--- config.mk ---
export PLATFORM = sky130hd
export DESIGN_NAME = alarm_controller
export DESIGN_NICKNAME = d
export VERILOG_FILES = /design/src/rtl/alarm_pkg.sv /design/src/rtl/alarm_sec_timer.sv /design/src/rtl/alarm_controller.sv
export SDC_FILE = /design/constraint.sdc
export NUM_CORES = 1
export LEC_CHECK = 0
export ABC_AREA = 1
export BUFFER_PORTS_ARGS = -buffer_cell sky130_fd_sc_hd__buf_2
export CELL_PAD_IN_SITES_DETAIL_PLACEMENT = 1
export CELL_PAD_IN_SITES_GLOBAL_PLACEMENT = 1
export CORE_ASPECT_RATIO = 1.1
export CORE_UTILIZATION = 38
export DETAILED_ROUTE_END_ITERATION = 8
export GPL_TIMING_DRIVEN = 0
export HOLD_SLACK_MARGIN = 0.1
export PLACE_DENSITY_LB_ADDON = 0.25
export SYNTH_ARGS = -nofsm -noshare
export SYNTH_HDL_FRONTEND = slang
export SYNTH_SLANG_ARGS = --single-unit
--- constraint.sdc ---
create_clock -name clk -period 4.8 [get_ports clk]
set_input_delay 1.44 -clock clk [delete_from_list [all_inputs] [get_ports clk]]
set_output_delay 1.44 -clock clk [all_outputs]
set_load 0.02 [all_outputs]
--- src/rtl/alarm_pkg.sv ---
// Shared types and defaults for the alarm controller: state encoding,
// timer width and the default ring/snooze lengths.
package alarm_pkg;

    typedef enum logic [1:0] {
        IDLE    = 2'b00,
        RINGING = 2'b01,
        SNOOZE  = 2'b10
    } alarm_state_e;

    localparam int TIMER_W         = 10;
    localparam int RING_SECS_DEF   = 60;
    localparam int SNOOZE_SECS_DEF = 540;
    localparam int MAX_SNOOZE_DEF  = 3;

    // A reload value must be nonzero and representable in the down-counter.
    function automatic bit fits_timer(input int secs);
        return (secs > 0) && (secs < (1 << TIMER_W));
    endfunction

endpackage

--- src/rtl/alarm_sec_timer.sv ---
// Loadable seconds down-counter; expire flags the tick that takes it from 1 to 0.
module alarm_sec_timer
    import alarm_pkg::*;
(
    input  logic               clk,
    input  logic               reset,
    input  logic               load,
    input  logic [TIMER_W-1:0] load_val,
    input  logic               sec_tick,
    output logic [TIMER_W-1:0] count,
    output logic               expire
);

    logic [TIMER_W-1:0] count_q;

    always_ff @(posedge clk or negedge reset) begin
        if (!reset) begin
            count_q <= '0;
        end else if (load) begin
            count_q <= load_val;
        end else if (sec_tick && (count_q != '0)) begin
            count_q <= count_q - TIMER_W'(1);
        end
    end

    assign count  = count_q;
    assign expire = sec_tick && (count_q == TIMER_W'(1));

endmodule

--- src/rtl/alarm_controller.sv ---
// Alarm compare, ring/snooze sequencing and buzzer drive for the 12-hour clock.
//   state   | meaning
//   IDLE    | armed or disarmed, waiting for the time to reach the alarm
//   RINGING | buzzer toggling at 1 Hz until stop, snooze or timeout
//   SNOOZE  | buzzer silent, counting down to the next ring
module alarm_controller
    import alarm_pkg::*;
#(
    parameter int RING_SECS   = RING_SECS_DEF,
    parameter int SNOOZE_SECS = SNOOZE_SECS_DEF,
    parameter int MAX_SNOOZE  = MAX_SNOOZE_DEF
) (
    input  logic       clk,
    input  logic       reset,
    input  logic       sec_tick,
    input  logic [3:0] cur_hr_tens,
    input  logic [3:0] cur_hr_ones,
    input  logic [3:0] cur_min_tens,
    input  logic [3:0] cur_min_ones,
    input  logic       cur_pm,
    input  logic [3:0] alm_hr_tens,
    input  logic [3:0] alm_hr_ones,
    input  logic [3:0] alm_min_tens,
    input  logic [3:0] alm_min_ones,
    input  logic       alm_pm,
    input  logic       alarm_en,
    input  logic       snooze_btn,
    input  logic       stop_btn,
    output logic       buzzer,
    output logic       ringing,
    output logic       snoozing,
    output logic [1:0] snooze_cnt
);

    if (!fits_timer(RING_SECS) || !fits_timer(SNOOZE_SECS)
        || (MAX_SNOOZE < 0) || (MAX_SNOOZE > 3)) begin : g_param_check
        $error("alarm_controller: RING_SECS/SNOOZE_SECS must fit TIMER_W, MAX_SNOOZE must fit 2 bits");
    end

    alarm_state_e       state_q;
    logic               buzzer_q;
    logic [1:0]         snooze_cnt_q;
    logic               match_d_q;
    logic               match;
    logic               trigger;
    logic               stop_req;
    logic               snooze_ok;
    logic               timer_load;
    logic [TIMER_W-1:0] timer_val;
    logic [TIMER_W-1:0] timer_cnt;
    logic               timer_expire;

    assign match = alarm_en
                && (cur_hr_tens  == alm_hr_tens)
                && (cur_hr_ones  == alm_hr_ones)
                && (cur_min_tens == alm_min_tens)
                && (cur_min_ones == alm_min_ones)
                && (cur_pm == alm_pm);

    assign trigger   = match && !match_d_q;
    assign stop_req  = !alarm_en || stop_btn;
    assign snooze_ok = snooze_btn && (int'(snooze_cnt_q) < MAX_SNOOZE);

    // Reload on every entry into RINGING or SNOOZE, mirroring the FSM branches below.
    always_comb begin
        timer_load = 1'b0;
        timer_val  = TIMER_W'(RING_SECS);
        case (state_q)
            IDLE:    timer_load = trigger;
            RINGING: begin
                timer_load = !stop_req && snooze_ok;
                timer_val  = TIMER_W'(SNOOZE_SECS);
            end
            SNOOZE:  timer_load = !stop_req && timer_expire;
            default: timer_load = 1'b0;
        endcase
    end

    alarm_sec_timer u_timer (
        .clk      (clk),
        .reset    (reset),
        .load     (timer_load),
        .load_val (timer_val),
        .sec_tick (sec_tick),
        .count    (timer_cnt),
        .expire   (timer_expire)
    );

    // match_d resets high so a power-up match at 12:00 AM does not ring.
    always_ff @(posedge clk or negedge reset) begin
        if (!reset) begin
            state_q      <= IDLE;
            buzzer_q     <= 1'b0;
            snooze_cnt_q <= 2'd0;
            match_d_q    <= 1'b1;
        end else begin
            match_d_q <= match;
            case (state_q)
                IDLE: begin
                    if (trigger) begin
                        state_q      <= RINGING;
                        snooze_cnt_q <= 2'd0;
                        buzzer_q     <= 1'b1;
                    end
                end
                RINGING: begin
                    if (stop_req) begin
                        state_q  <= IDLE;
                        buzzer_q <= 1'b0;
                    end else if (snooze_ok) begin
                        state_q      <= SNOOZE;
                        snooze_cnt_q <= snooze_cnt_q + 2'd1;
                        buzzer_q     <= 1'b0;
                    end else if (timer_expire) begin
                        state_q  <= IDLE;
                        buzzer_q <= 1'b0;
                    end else if (sec_tick && (timer_cnt != '0)) begin
                        buzzer_q <= ~buzzer_q;
                    end
                end
                SNOOZE: begin
                    if (stop_req) begin
                        state_q  <= IDLE;
                        buzzer_q <= 1'b0;
                    end else if (timer_expire) begin
                        state_q  <= RINGING;
                        buzzer_q <= 1'b1;
                    end
                end
                default: begin
                    state_q  <= IDLE;
                    buzzer_q <= 1'b0;
                end
            endcase
        end
    end

    assign buzzer     = buzzer_q;
    assign ringing    = (state_q == RINGING);
    assign snoozing   = (state_q == SNOOZE);
    assign snooze_cnt = snooze_cnt_q;

endmodule

# Word-level counts from Yosys, hierarchy flattened

Index checks and enable logic that the tools add are counted.

Register bits: 16
Output and inout bits: 5
Logic and storage cells: 68

$add $sub $neg: 2
Order comparisons: 1
Eq/ne operators: 14
Muxes and demuxes: 23
Bitwise operators: 1
Reductions and logical operators: 22

Operators with widths:

| cell                    | count |
|---|---|
| $mux W10                | 3 |
| $mux W2                 | 9 |
| $eq A4 B4 Y1            | 4 |
| $logic_and A1 B1 Y1     | 11 |
| $eq A10 B1 Y1 const B   | 1 |
| $reduce_bool A10 Y1     | 1 |
| $sub A10 B1 Y10 const B | 1 |
| $mux W1                 | 7 |
| $pmux W1 S3             | 2 |
| $pmux W2 S3             | 1 |
| $reduce_and A3 Y1       | 2 |
| $ne A5 B1 Y1 const B    | 1 |
| $ne A2 B2 Y1 const B    | 2 |
| $ne A4 B1 Y1 const B    | 1 |
| $pmux W2 S2             | 1 |
| $reduce_and A4 Y1       | 1 |
| $reduce_bool A2 Y1      | 2 |
| $logic_not A1 Y1        | 3 |
| $ne A3 B1 Y1 const B    | 1 |
| $add A2 B1 Y2 const B   | 1 |
| $eq A2 B1 Y1 const B    | 1 |
| $eq A2 B2 Y1 const B    | 1 |
| $logic_not A2 Y1        | 1 |
| $lt A2 B2 Y1 const B    | 1 |
| other kinds (4)         | 4 |

# Depth between registers and ports, before layout

Gate-level depths: netlist of the first run.

Depth in word-level cells: 9
Mapped depth: 13

# Cells and area by module

From an unflattened synthesis of the first run, not the netlist that was laid out.

Cells, all modules: 289
Area total of the unflattened synthesis: 1716.6 µm²

By module, submodules not included:

| module           | instances | cells each | area an instance (µm²) |
|---|---|---|---|
| alarm_controller | 1         | 171        | 940.9 |
| alarm_sec_timer  | 1         | 118        | 775.7 |

# Least setup slack after synthesis of the first run

Ideal clock, no wire load.

Kind: in2reg
Start: input port snooze_btn
End: register u_timer.count_q[9] (netlist: u_timer.count[9])
Arrival time: 2314 ps
Data required time: 4687 ps
Setup slack: 2373 ps
Stages on the path: 12
Path buffers: 0
Cells stage by stage: inv_1 or2_2 inv_1 nand2_1 o21ai_2 nand3_2 nand2_2 nand2_4 nand2_2 nand2_1 nand2_1 inv_1

Word-level cells in the longest chain between the ends: 4
Elaborated cells between the ends (all ways): 5

RTL lines:

| what                                                  | line                   | source |
|---|---|---|
| start, declared                                       | alarm_controller.sv:27 | `input logic snooze_btn,` |
| $logic_and A1 B1 Y1 (*)                               | alarm_controller.sv:62 | `assign snooze_ok = snooze_btn && (int'(snooze_cnt_q) < MAX_SNOOZE);` |
| $logic_and A1 B1 Y1 (*)                               | alarm_controller.sv:71 | `timer_load = !stop_req && snooze_ok;` |
| $pmux W1 S3 (*)                                       | alarm_controller.sv:68 | `case (state_q)` |
| $mux W10 / $reduce_bool A2 Y1 (equally long branches) | --                     |  |
| end signal, assigned                                  | alarm_sec_timer.sv:20  | `count_q <= load_val;` |
| end signal, assigned                                  | alarm_sec_timer.sv:22  | `count_q <= count_q - TIMER_W'(1);` |
| end, declared                                         | alarm_sec_timer.sv:14  | `logic [TIMER_W-1:0] count_q;` |

Mark *: on every way between the ends. The rest lies on a longest branch, timed or not.
A chain may end at the register's enable or synchronous reset.

# Worst setup path in the final report of the first run

Start: register state_q[1]
End: output port ringing

Word-level cells in the longest chain between the ends: 1

RTL lines:

| what                   | line                    | source |
|---|---|---|
| start, declared        | alarm_controller.sv:40  | `alarm_state_e state_q;` |
| start signal, assigned | alarm_controller.sv:92  | `state_q <= IDLE;` |
| start signal, assigned | alarm_controller.sv:101 | `state_q <= RINGING;` |
| start signal, assigned | alarm_controller.sv:108 | `state_q <= IDLE;` |
| $eq A2 B1 Y1           | alarm_controller.sv:139 | `assign ringing = (state_q == RINGING);` |
| end, declared          | alarm_controller.sv:30  | `output logic ringing,` |

Every way passes these cells.

==> key figures, run 1 <==
STA
  • Final Max Tran Viols: 0
  • Worst rel slew slack: 0.739
  • Worst Tran Pin Value: approximately 390 ps
  • Min Tclk post-route: about 2700 ps
  • RSZ-0062 raised after global routing: false
  • Fmax: between 0.3 and 0.4 GHz
  • Final hold viol count: 0
  • Setup-failing EPs final: 0
  • Skew final: 1.81 ps
  • Final period util: 0.563
  • Final setup margin: between 2000 and 2500 ps
  • Fin Hold WS: between 500 and 600 ps
  • Setup TNS: 0 ps

Clock network
  • TritonCTS clock tree: built
  • # H-tree levels: 1
  • Clock Root Buffer: clkbuf_8
  • CTS max path bufs: 2
  • Post CTS Setup Buffer Count: 0
  • Clock-pin slew on the worst setup and hold paths: 70 ps
  • Cts bufs inserted: 3
  • CTS Hold Buffers Added: 0
  • CTS sink cnt: 16
  • Cts repair resizes: 0
  • Clock Latency Late Sink: ~250 ps

Min path
  • HP Class: flip-flop to flip-flop

Synth
  • Yosys top cell by area: dfrtp_1
  • Compound-Gate Fraction of Synth Area: 0.0685
  • Post-Synth Adder-Cell Area: 0.0660
  • Sequential share of the synthesized area: 0.265
  • Yosys warning count: 0
  • FF+latch count, synth: 16
  • Top post-synthesis cells by area: dfrtp_1, nand2_1, inv_1
  • Post-Synth XOR/XNOR Area: 0.0347
  • Cells after Synth: approximately 240
  • Synth top area share: 0.248
  • Post-Syn Area per Cell: ~6.3 um2
  • Post-Synth Simple-Gate Area: 0.441
  • Mux share of post-synthesis cell area: 0
  • Count of different cell masters after synthesis: 33
  • Synthesized Nets: between 200 and 300
  • Syn Std Cell Area: ~0.0015 mm2
  • Main combinational cell family by area after synthesis: simple AND/OR/NAND/NOR gates

Routing
  • DRT Wirelength: 3.85 mm
  • Post-route ant nets: 0
  • DRT iter0 DRCs: 52
  • Via/cell ratio: 4.76
  • DRC Markers: 0
  • DR WL/cell: ~11 um
  • Via count: around 1,600
  • DRT Pass-1 Iters: 4

Floorplanning
  • Die height: just under 70 um
  • Core area: 0.00374 mm2
  • Top-Level Pins: 45
  • Die X: 62.2 um
  • Site Rows: 23
  • Die footprint: between 0.004 and 0.005 mm2
  • Initial Utilization: 0.405

Global route
  • Total grt overflow: 0
  • Global Route Usage Sum: 0.208
  • First-pass GRT wire length: between 7 and 8 mm
  • Largest net degree at the start of global routing: 17
  • Initial antenna violation count: 0
  • Vias in the first global route: between 1,500 and 2,000

Flow run
  • Max Cap Violations: 0

Pwr
  • Sequential power share: 0.335
  • Switching Fraction: 0.456
  • Worst vdd ir: around 240 uV
  • Comb power frac: 0.501
  • Cell Int Power: 412 uW
  • Power per cell area: approximately 410 mW/mm2
  • Leakage power: about 1.1 nW
  • Sw power: approximately 350 uW
  • Clock power frac: 0.164

Critical path
  • WS Path Type: flip-flop to output port
  • Crit start category: flip-flop
  • Critical-path top delay cell: dfrtp_1
  • R2R Path End: u_timer.count[9]$_DFFE_PN0P_
  • R2R depth: 12
  • Reg2reg setup slack: approximately 3100 ps
  • Crit path capture type: output port
  • WP data required: around 3400 ps
  • Cells along the critical path: inv_1 > ha_1 > buf_2
  • Worst EP arrival: approximately 1300 ps
  • CP max stage delay: about 400 ps
  • Crit path capture: ringing
  • Critical Path Source: state_q[1]$_DFFE_PN0P_
  • Worst reg2reg startpoint: snooze_cnt[0]$_DFFE_PN0P_
  • Worst-path maximum fanout: 6

Place
  • Port-buffer cells: 44
  • DP Area: 0.00180 mm2
  • Routability Congestion: between 0.8 and 0.9
  • Hpwl dp: 3.27 mm
  • Dpl ws: between 2000 and 2500 ps

Cells and area
  • Synth-to-Final Area Change: 22.3%
  • Antenna cells: 0
  • Most frequent cells in the layout: nand2_1, inv_1, buf_2
  • Final Cell Area: approximately 0.0019 mm2
  • Share of layout cells above drive strength 1: 0.247
  • Post-layout nets: ~340
  • Fillers: approximately 550
  • Most common cell after layout, fill and taps aside: nand2_1

Outcome
  • Status: completed
[power groups by stage]
stage,Sequential (mW),Combinational (mW),Clock [mW]
after floorplan,0.257,0.271,0
final,0.253,0.379,0.124
after detailed placement,0.257,0.382,0
after global placement,0.255,0.367,0
after global routing,0.263,0.443,0.132
after CTS,0.255,0.387,0.129
[cells by family after synthesis]
group,Yosys count
xor gates and xnor gates,6
AOI/OAI and AO/OA,16
buffers and inverters,49
adders and majority gates,8
DFF,16
and+or+nand+nor,144
[how the worst min path moves through the flow]
stage | from | cells past startpoint | slack [ps] | endpoint
floorplan | u_timer.count[4]$_DFFE_PN0P_ | 2 | 490 | u_timer.count[4]$_DFFE_PN0P_
global placement | snooze_cnt[1]$_DFFE_PN0P_ | 2 | 500 | snooze_cnt[1]$_DFFE_PN0P_
detailed placement | snooze_cnt[1]$_DFFE_PN0P_ | 2 | 510 | snooze_cnt[1]$_DFFE_PN0P_
CTS | snooze_cnt[1]$_DFFE_PN0P_ | 2 | 530 | snooze_cnt[1]$_DFFE_PN0P_
global route | snooze_cnt[1]$_DFFE_PN0P_ | 2 | 570 | snooze_cnt[1]$_DFFE_PN0P_
finish | snooze_cnt[1]$_DFFE_PN0P_ | 2 | 520 | snooze_cnt[1]$_DFFE_PN0P_
[synth_stat cells (all sizes together)]
cell / number
a2111o: 1
a21oi: 4
a31o: 1
dfrtp: 15
dfstp: 1
ha: 8
inv: 49
nand2: 76
nand3: 14
nand3b: 1
nand4: 9
nor2: 34
nor3: 6
nor3b: 2
nor4: 1
o21a: 1
o21ai: 7
o22ai: 1
o31ai: 1
or2: 1
xnor2: 2
xor2: 4
[area by class of cell]
class,instances,area (um2),area share
Tap cell,50,62.6,0.0337
Timing Repair Buffer,44,220,0.119
Clock buffer,4,55.1,0.0297
Sequential cell,16,402,0.217
Inverter,49,189,0.102
Multi-Input combinational cell,174,926,0.499
[per-layer routing]
layer,up-vias,part of all wire,GRT usage,wire length [um]
met5,-,0,0,0
met4,0,0.0096,0.0378,37
met3,6,0.028,0.0333,108
met2,28,0.50,0.408,1920
met1,734,0.46,0.242,1780
li1,837,-,-,-
[critical path, delay by kind of cell (launching register included)]
kind	cells	cell delay [ps]
buffers and inverters	2	320
flip-flops	1	400
adder cells (fa/ha/maj)	1	280
[flip-flops by register name, indices dropped and copies added (netlist names)]
register	cells
u_timer.count	10
snooze_cnt	2
state_q	2
buzzer	1
match_d_q	1
[through the flow]
stage / instances / util / power (mW)
2_1_floorplan: 239 / - / 0.528
3_3_place_gp: 333 / 0.481 / 0.622
3_5_place_dp: 333 / 0.481 / 0.639
4_1_cts: 337 / 0.496 / 0.771
5_1_grt: 337 / 0.496 / 0.838
6_report: 337 / 0.496 / 0.757
(Power assumes the default switching activity.)
==> run 2: changes to the inputs <==
ABC_AREA = 0   (was 1)
CORE_UTILIZATION = 33   (was 38)
clock period = 2.24 ns   (was 4.8 ns; I/O delays follow)
==> run 2 against run 1 <==
  * Critical path depth is 4 higher
  * Non-clock buffer count rose by 2
  * Flip-flop and latch count unchanged
  * Global-route usage fell by 2.3 points
  * Highest routed layer unchanged
  * Via count down 20%
  * Sequential share of layout area rose by 2.1 points
  * Largest power group unchanged
  * Critical path type is now input pin to flip-flop
  * Setup slack worse by 1800 ps
  * Synthesized cell count is 38% lower
==> key figures, run 2 <==
Cells and area
  • Synth-to-Final Area Change: 25.2%
  • Utilization after layout: 0.430 (-0.0653)
  • Post-layout nets: 245 (-27%)
  • Fillers: 491 (-9.9%)
  • Max reg flops: 10 (unchanged)
  • Share of layout cells above drive strength 1: 0.306 (+0.0587)
  • Most frequent cells in the layout: buf_2, xnor2_1, dfrtp_1
  • Most common cell after layout, fill and taps aside: buf_2
  • Antenna cells: 0 (unchanged)

Clock network
  • CTS Hold Buffers Added: 0 (unchanged)
  • Cts repair resizes: 0 (unchanged)
  • Post CTS Setup Buffer Count: 0 (unchanged)
  • # H-tree levels: 1 (unchanged)
  • Clock Latency Late Sink: 250 ps (about the same)
  • Cts bufs inserted: 3 (unchanged)
  • TritonCTS clock tree: built
  • Clock Root Buffer: clkbuf_8
  • CTS max path bufs: 2 (unchanged)
  • CTS sink cnt: 16 (unchanged)
  • Clock-pin slew on the worst setup and hold paths: 70 ps (about the same)

Place
  • Dpl ws: -32.2 ps (-2070 ps)
  • Routability Congestion: 0.748 (-9.6%)
  • Hpwl dp: 3.00 mm (-8.2%)
  • Port-buffer cells: 44 (unchanged)

Synth
  • Number of synthesized flops with an enable pin: 0 (unchanged)
  • Cells after Synth: 148 (-38%)
  • Post-Syn Area per Cell: 9.14 um2 (+44%)
  • Yosys top cell by area: dfrtp_1
  • Top post-synthesis cells by area: dfrtp_1, xnor2_1, ha_1
  • FF+latch count, synth: 16 (unchanged)
  • Syn Std Cell Area: 0.00135 mm2 (-11%)
  • Prevailing post-synth register cell: dfrtp_1
  • Yosys warning count: 0 (unchanged)
  • Synth top area share: 0.278 (+0.0300)
  • Sequential share of the synthesized area: 0.297 (+0.0321)
  • Top post-synthesis cells by count: dfrtp_1, xnor2_1, nor2_1, nand2_1, nand2b_1
  • Async SR Flop Fraction: 1.00 (unchanged)
  • Synthesized Nets: 196 (-32%)
  • Count of different cell masters after synthesis: 41 (+24%)

Routing
  • Via/cell ratio: 5.21 (+9.4%)
  • DRC Markers: 0 (unchanged)
  • DR WL/cell: 14.8 um (+30%)
  • DRT Wirelength: 3.68 mm (-4.5%)
  • DRT Pass-1 Iters: 5 (+1)
  • Via count: 1,292 (-20%)
  • DRT iter0 DRCs: 40 (-23%)
  • Post-route ant nets: 0 (unchanged)

Floorplanning
  • Site Rows: 24 (+4.3%)
  • Die footprint: 0.00436 mm2 (+2.6%)
  • Initial Utilization: 0.344 (-0.0615)
  • Die height: 69.1 um (+1.3%)
  • Core area: 0.00393 mm2 (+5.2%)
  • Die X: 63.0 um (+1.3%)
  • Top-Level Pins: 45 (unchanged)

Global route
  • Vias in the first global route: 1,466 (-13%)
  • Initial antenna violation count: 0 (unchanged)
  • Largest net degree at the start of global routing: 17 (unchanged)
  • First-pass GRT wire length: 6.44 mm (-9.1%)
  • Global Route Usage Sum: 0.185 (-0.0230)
  • Total grt overflow: 0 (unchanged)

Pwr
  • Tot Pwr: 1.69 mW (+120%)
  • Leakage power: 0.742 nW (-32%)
  • Worst vdd ir: 380 uV (+57%)
  • Power per cell area: 999 mW/mm2 (+140%)

STA
  • Setup-failing EPs final: 0 (unchanged)
  • Setup TNS: 0 ps (unchanged)
  • Final Max Tran Viols: 0 (unchanged)
  • Fin Hold WS: 336 ps (-188 ps)
  • Skew final: 1.50 ps (-0.313 ps)
  • Worst rel slew slack: 0.670 (-0.0688)
  • Fmax: 0.505 GHz
  • Worst Tran Pin Value: 491 ps (+98.7 ps)
  • Min Tclk post-route: around 2000 ps
  • RSZ-0062 raised after global routing: false
  • Final period util: 0.883
  • Final hold viol count: 0 (unchanged)
  • Final setup margin: 261 ps (-1840 ps)

Critical path
  • R2R depth: 6 (-6)
  • Worst-path maximum fanout: 10 (+4)
  • WS Path Type: input pin to flip-flop
  • Worst EP arrival: 2120 ps (+860 ps)
  • WP buf/inv: 1 (-1)
  • CP top delay family: simple AND/OR/NAND/NOR gates
  • WP data required: 2380 ps (-980 ps)
  • R2R Path End: u_timer.count[9]$_DFFE_PN0P_
  • Crit start category: input pin
  • CP max stage delay: 360 ps (-40 ps)
  • Crit path capture type: flip-flop
  • Critical-path top delay cell: nor4_4
  • Reg2reg setup slack: 280 ps (-2850 ps)
  • Worst reg2reg startpoint: u_timer.count[4]$_DFFE_PN0P_
  • Cells along the critical path: buf_2 > xnor2_2 > nand2_1 > nor4_4 > nand3_1 > o21ai_4 > mux2_4

Min path
  • HP Class: input pin to async pin

Flow run
  • Max Cap Violations: 0 (unchanged)

Outcome
  • Status: completed
-- run 2: stage by stage --
| stage | cell area [um2] | std cells |
|---|---|---|
| 2_1_floorplan | 1350 | 148 |
| 3_3_place_gp | 1640 | 244 |
| 3_5_place_dp | 1640 | 244 |
| 4_1_cts | 1690 | 248 |
| 5_1_grt | 1690 | 248 |
| 6_report | 1690 | 248 |
-- run 2: area by class of cell --
cell class	count	area (um2)	area share
multi-input combinational	123	913	0.540
sequential	16	402	0.237
timing repair buffer	44	220	0.130
tap	52	65.1	0.0384
clock buffer	4	55.1	0.0325
inverter	7	26.3	0.0155
buffer	2	11.3	0.00665
-- run 2: worst max-delay path by stage --
stage,start,endpoint,depth (start not counted)
after floorplan,alm_hr_ones[0],u_timer.count[9]$_DFFE_PN0P_,6
after global placement,alm_min_ones[3],u_timer.count[9]$_DFFE_PN0P_,7
after detailed placement,alm_min_ones[3],u_timer.count[9]$_DFFE_PN0P_,7
after CTS,alm_min_ones[3],u_timer.count[9]$_DFFE_PN0P_,7
after global routing,alm_hr_tens[2],buzzer$_DFFE_PN0P_,7
final,alm_min_ones[3],u_timer.count[9]$_DFFE_PN0P_,7
-- run 2: power by group --
group | switching [mW] | leakage (nW) | total, mW | internal [mW]
Combinational | 0.484 | 0.521 | 0.858 | 0.374
Clock | 0.111 | 0.0288 | 0.267 | 0.156
Sequential | 0.150 | 0.191 | 0.567 | 0.417
Total | 0.745 | 0.742 | 1.69 | 0.947
-- run 2: routing by layer --
layer	vias to the layer above	routed length, um	track usage	part of all wire
li1	621	-	-	-
met1	630	1450	0.189	0.39
met2	34	2050	0.366	0.56
met3	7	112	0.0265	0.030
met4	0	59	0.0698	0.016
met5	-	0	0	0
-- run 2: cells by family (layout without fill, tap and decap cells) --
group / Yosys count / count (layout) / share of synthesized area
buf+inv: 9 / 57 / 0.0278
fa+ha+maj: 8 / 8 / 0.0740
xor+xnor: 22 / 22 / 0.154
simple gates: 73 / 73 / 0.318
compound gates: 17 / 17 / 0.103
flops: 16 / 16 / 0.297
mux: 3 / 3 / 0.0268
==> run 3: changes to the inputs <==
PLACE_DENSITY = 0.78   (was not set)
PLACE_DENSITY_LB_ADDON = not set   (was 0.25)
==> run 3 against run 2 <==
  * Flip-flop and latch count unchanged
  * Final cell count unchanged
  * Clock power about the same
  * Design area unchanged
  * Combinational power down 2.8%
  * Critical path type unchanged
  * Critical endpoint unchanged
  * Highest routed layer unchanged
==> key figures, run 3 (synthesis results as in run 2) <==
Cells and area
  • Most common cell after layout, fill and taps aside: buf_2
  • Max reg flops: 10 (unchanged)
  • Share of layout cells above drive strength 1: 0.306 (unchanged)
  • Most frequent cells in the layout: buf_2, xnor2_1, dfrtp_1
  • Layout Cells excl Fill: 248 (unchanged)
  • Post-layout nets: 245 (unchanged)
  • Synth-to-Final Area Change: 25.2% (unchanged)
  • Antenna cells: 0 (unchanged)
  • Fillers: 484 (-1.4%)

Critical path
  • Crit path capture type: flip-flop
  • WS Path Type: input pin to flip-flop
  • Crit start category: input pin
  • WP data required: 2380 ps (about the same)
  • R2R Path End: u_timer.count[9]$_DFFE_PN0P_
  • Reg2reg setup slack: 340 ps (+60 ps)
  • Critical Path Source: alm_hr_ones[0]
  • Worst EP arrival: 2080 ps (-40 ps)
  • Worst reg2reg startpoint: u_timer.count[4]$_DFFE_PN0P_
  • Worst-path maximum fanout: 10 (unchanged)
  • Crit path capture: u_timer.count[9]$_DFFE_PN0P_
  • R2R depth: 6 (unchanged)

Routing
  • Post-Route M1 WL: 1.33 mm (-8.3%)
  • Max layer used: met4
  • Post-route ant nets: 0 (unchanged)
  • WL met3: 138 um (+23%)
  • Via/cell ratio: 5.04 (-3.3%)
  • Via count: 1,250 (-3.3%)
  • DRT iter0 DRCs: 19 (-53%)
  • DRT Wirelength: 3.21 mm (-13%)
  • DR WL/cell: 12.9 um (-13%)
  • WL met2: 1.69 mm (-17%)
  • DRT Pass-1 Iters: 4 (-1)
  • DRC Markers: 0 (unchanged)

STA
  • Worst rel slew slack: 0.664 (-0.00604)
  • Fmax: 0.517 GHz (+2.3%)
  • Fin Hold WS: 331 ps (-4.07 ps)
  • Worst Tran Pin Value: 500 ps (+8.97 ps)
  • Final period util: 0.864 (-0.0199)
  • Setup TNS: 0 ps (unchanged)
  • Final Max Tran Viols: 0 (unchanged)
  • Skew final: 2.01 ps (+0.511 ps)
  • RSZ-0062 raised after global routing: false
  • Setup-failing EPs final: 0 (unchanged)
  • Final hold viol count: 0 (unchanged)
  • Final setup margin: 306 ps (+44.5 ps)
  • Min Tclk post-route: 1930 ps (-44.5 ps)

Clock network
  • Clock Root Buffer: clkbuf_8
  • Clock Latency Late Sink: 250 ps (about the same)
  • CTS max path bufs: 2 (unchanged)
  • CTS sink cnt: 16 (unchanged)
  • # H-tree levels: 1 (unchanged)
  • Post CTS Setup Buffer Count: 0 (unchanged)
  • Cts repair resizes: 0 (unchanged)
  • CTS Hold Buffers Added: 0 (unchanged)
  • TritonCTS clock tree: built
  • Clock-pin slew on the worst setup and hold paths: 70 ps (about the same)
  • Cts bufs inserted: 3 (unchanged)

Global route
  • Largest net degree at the start of global routing: 17 (unchanged)
  • Global Route Usage Sum: 0.161 (-0.0235)
  • Initial antenna violation count: 0 (unchanged)
  • Total grt overflow: 0 (unchanged)
  • First-pass GRT wire length: 5.60 mm (-13%)
  • Vias in the first global route: 1,379 (-5.9%)

Pwr
  • Power per cell area: 979 mW/mm2 (-2.1%)
  • Sw power: 709 uW (-4.8%)
  • Sequential power share: 0.337 (+0.002)
  • Worst vdd ir: 258 uV (-32%)
  • Leakage power: 0.742 nW (unchanged)
  • Comb power frac: 0.503 (-0.004)
  • Clock power frac: 0.160 (+0.002)
  • Tot Pwr: 1.66 mW (-2.1%)
  • Switching Fraction: 0.428 (-0.0124)
  • Cell Int Power: 948 uW (+0.11%)

Place
  • Routability Congestion: 0.736 (-1.6%)
  • Port-buffer cells: 44 (unchanged)
  • DP Cell Count: 244 (unchanged)
  • Dpl ws: 5.78 ps (+38.0 ps)
  • Hpwl dp: 2.67 mm (-11%)

Floorplanning
  • Die X: 63.0 um (unchanged)
  • Initial Utilization: 0.344 (unchanged)
  • Die height: 69.1 um (unchanged)
  • Die footprint: 0.00436 mm2 (unchanged)
  • Site Rows: 24 (unchanged)
  • Core area: 0.00393 mm2 (unchanged)
  • Top-Level Pins: 45 (unchanged)

Min path
  • HP Class: input pin to async pin

Outcome
  • Status: completed

Flow run
  • Max Cap Violations: 0 (unchanged)
-- run 3: cell counts in the layout (fill, tap and decap cells not counted) --
No cell type changed its count.
-- run 3: worst min-delay path by stage --
stage / endpoint / slack, ps / depth (start not counted)
4_1_cts: u_timer.count[6]$_DFFE_PN0P_ / 340 / 1
3_5_place_dp: buzzer$_DFFE_PN0P_ / 520 / 1
2_1_floorplan: buzzer$_DFFE_PN0P_ / 380 / 0
5_1_grt: u_timer.count[6]$_DFFE_PN0P_ / 350 / 1
3_3_place_gp: buzzer$_DFFE_PN0P_ / 520 / 1
6_report: u_timer.count[6]$_DFFE_PN0P_ / 330 / 1
-- run 3: final cells by class --
type | count | area, um2 | area share
multi-input cells | 123 | 913 | 0.540
plain buffers | 2 | 11.3 | 0.00665
clock buffers | 4 | 55.1 | 0.0325
well taps | 52 | 65.1 | 0.0384
inverters | 7 | 26.3 | 0.0155
repair buffers | 44 | 220 | 0.130
flip-flops and latches | 16 | 402 | 0.237
-- run 3: metal layers --
metal  track usage  up-vias
met5             0        -
met2         0.321       43
met4        0.0543        0
li1              -      621
met1         0.167      581
met3        0.0199        5
-- run 3: through the flow --
stage           util  cell area (um2)
6_report       0.430             1690
3_3_place_gp   0.416             1640
2_1_floorplan      -             1350
5_1_grt        0.430             1690
3_5_place_dp   0.416             1640
4_1_cts        0.430             1690
-- run 3: power by group through the flow --
stage	clock network (mW)	logic (mW)	registers, mW
final	0.264	0.834	0.559
after global routing	0.284	0.941	0.576
after CTS	0.274	0.851	0.560
after detailed placement	0	0.844	0.564
after global placement	0	0.811	0.558
after floorplan	0	0.587	0.569
-- run 3: critical path, stage by stage --
cell	delay (ps)
buf_2	110
xnor2_2	160
nand2_1	110
nor4_4	330
nand3_1	180
o21ai_4	170
mux2_4	330
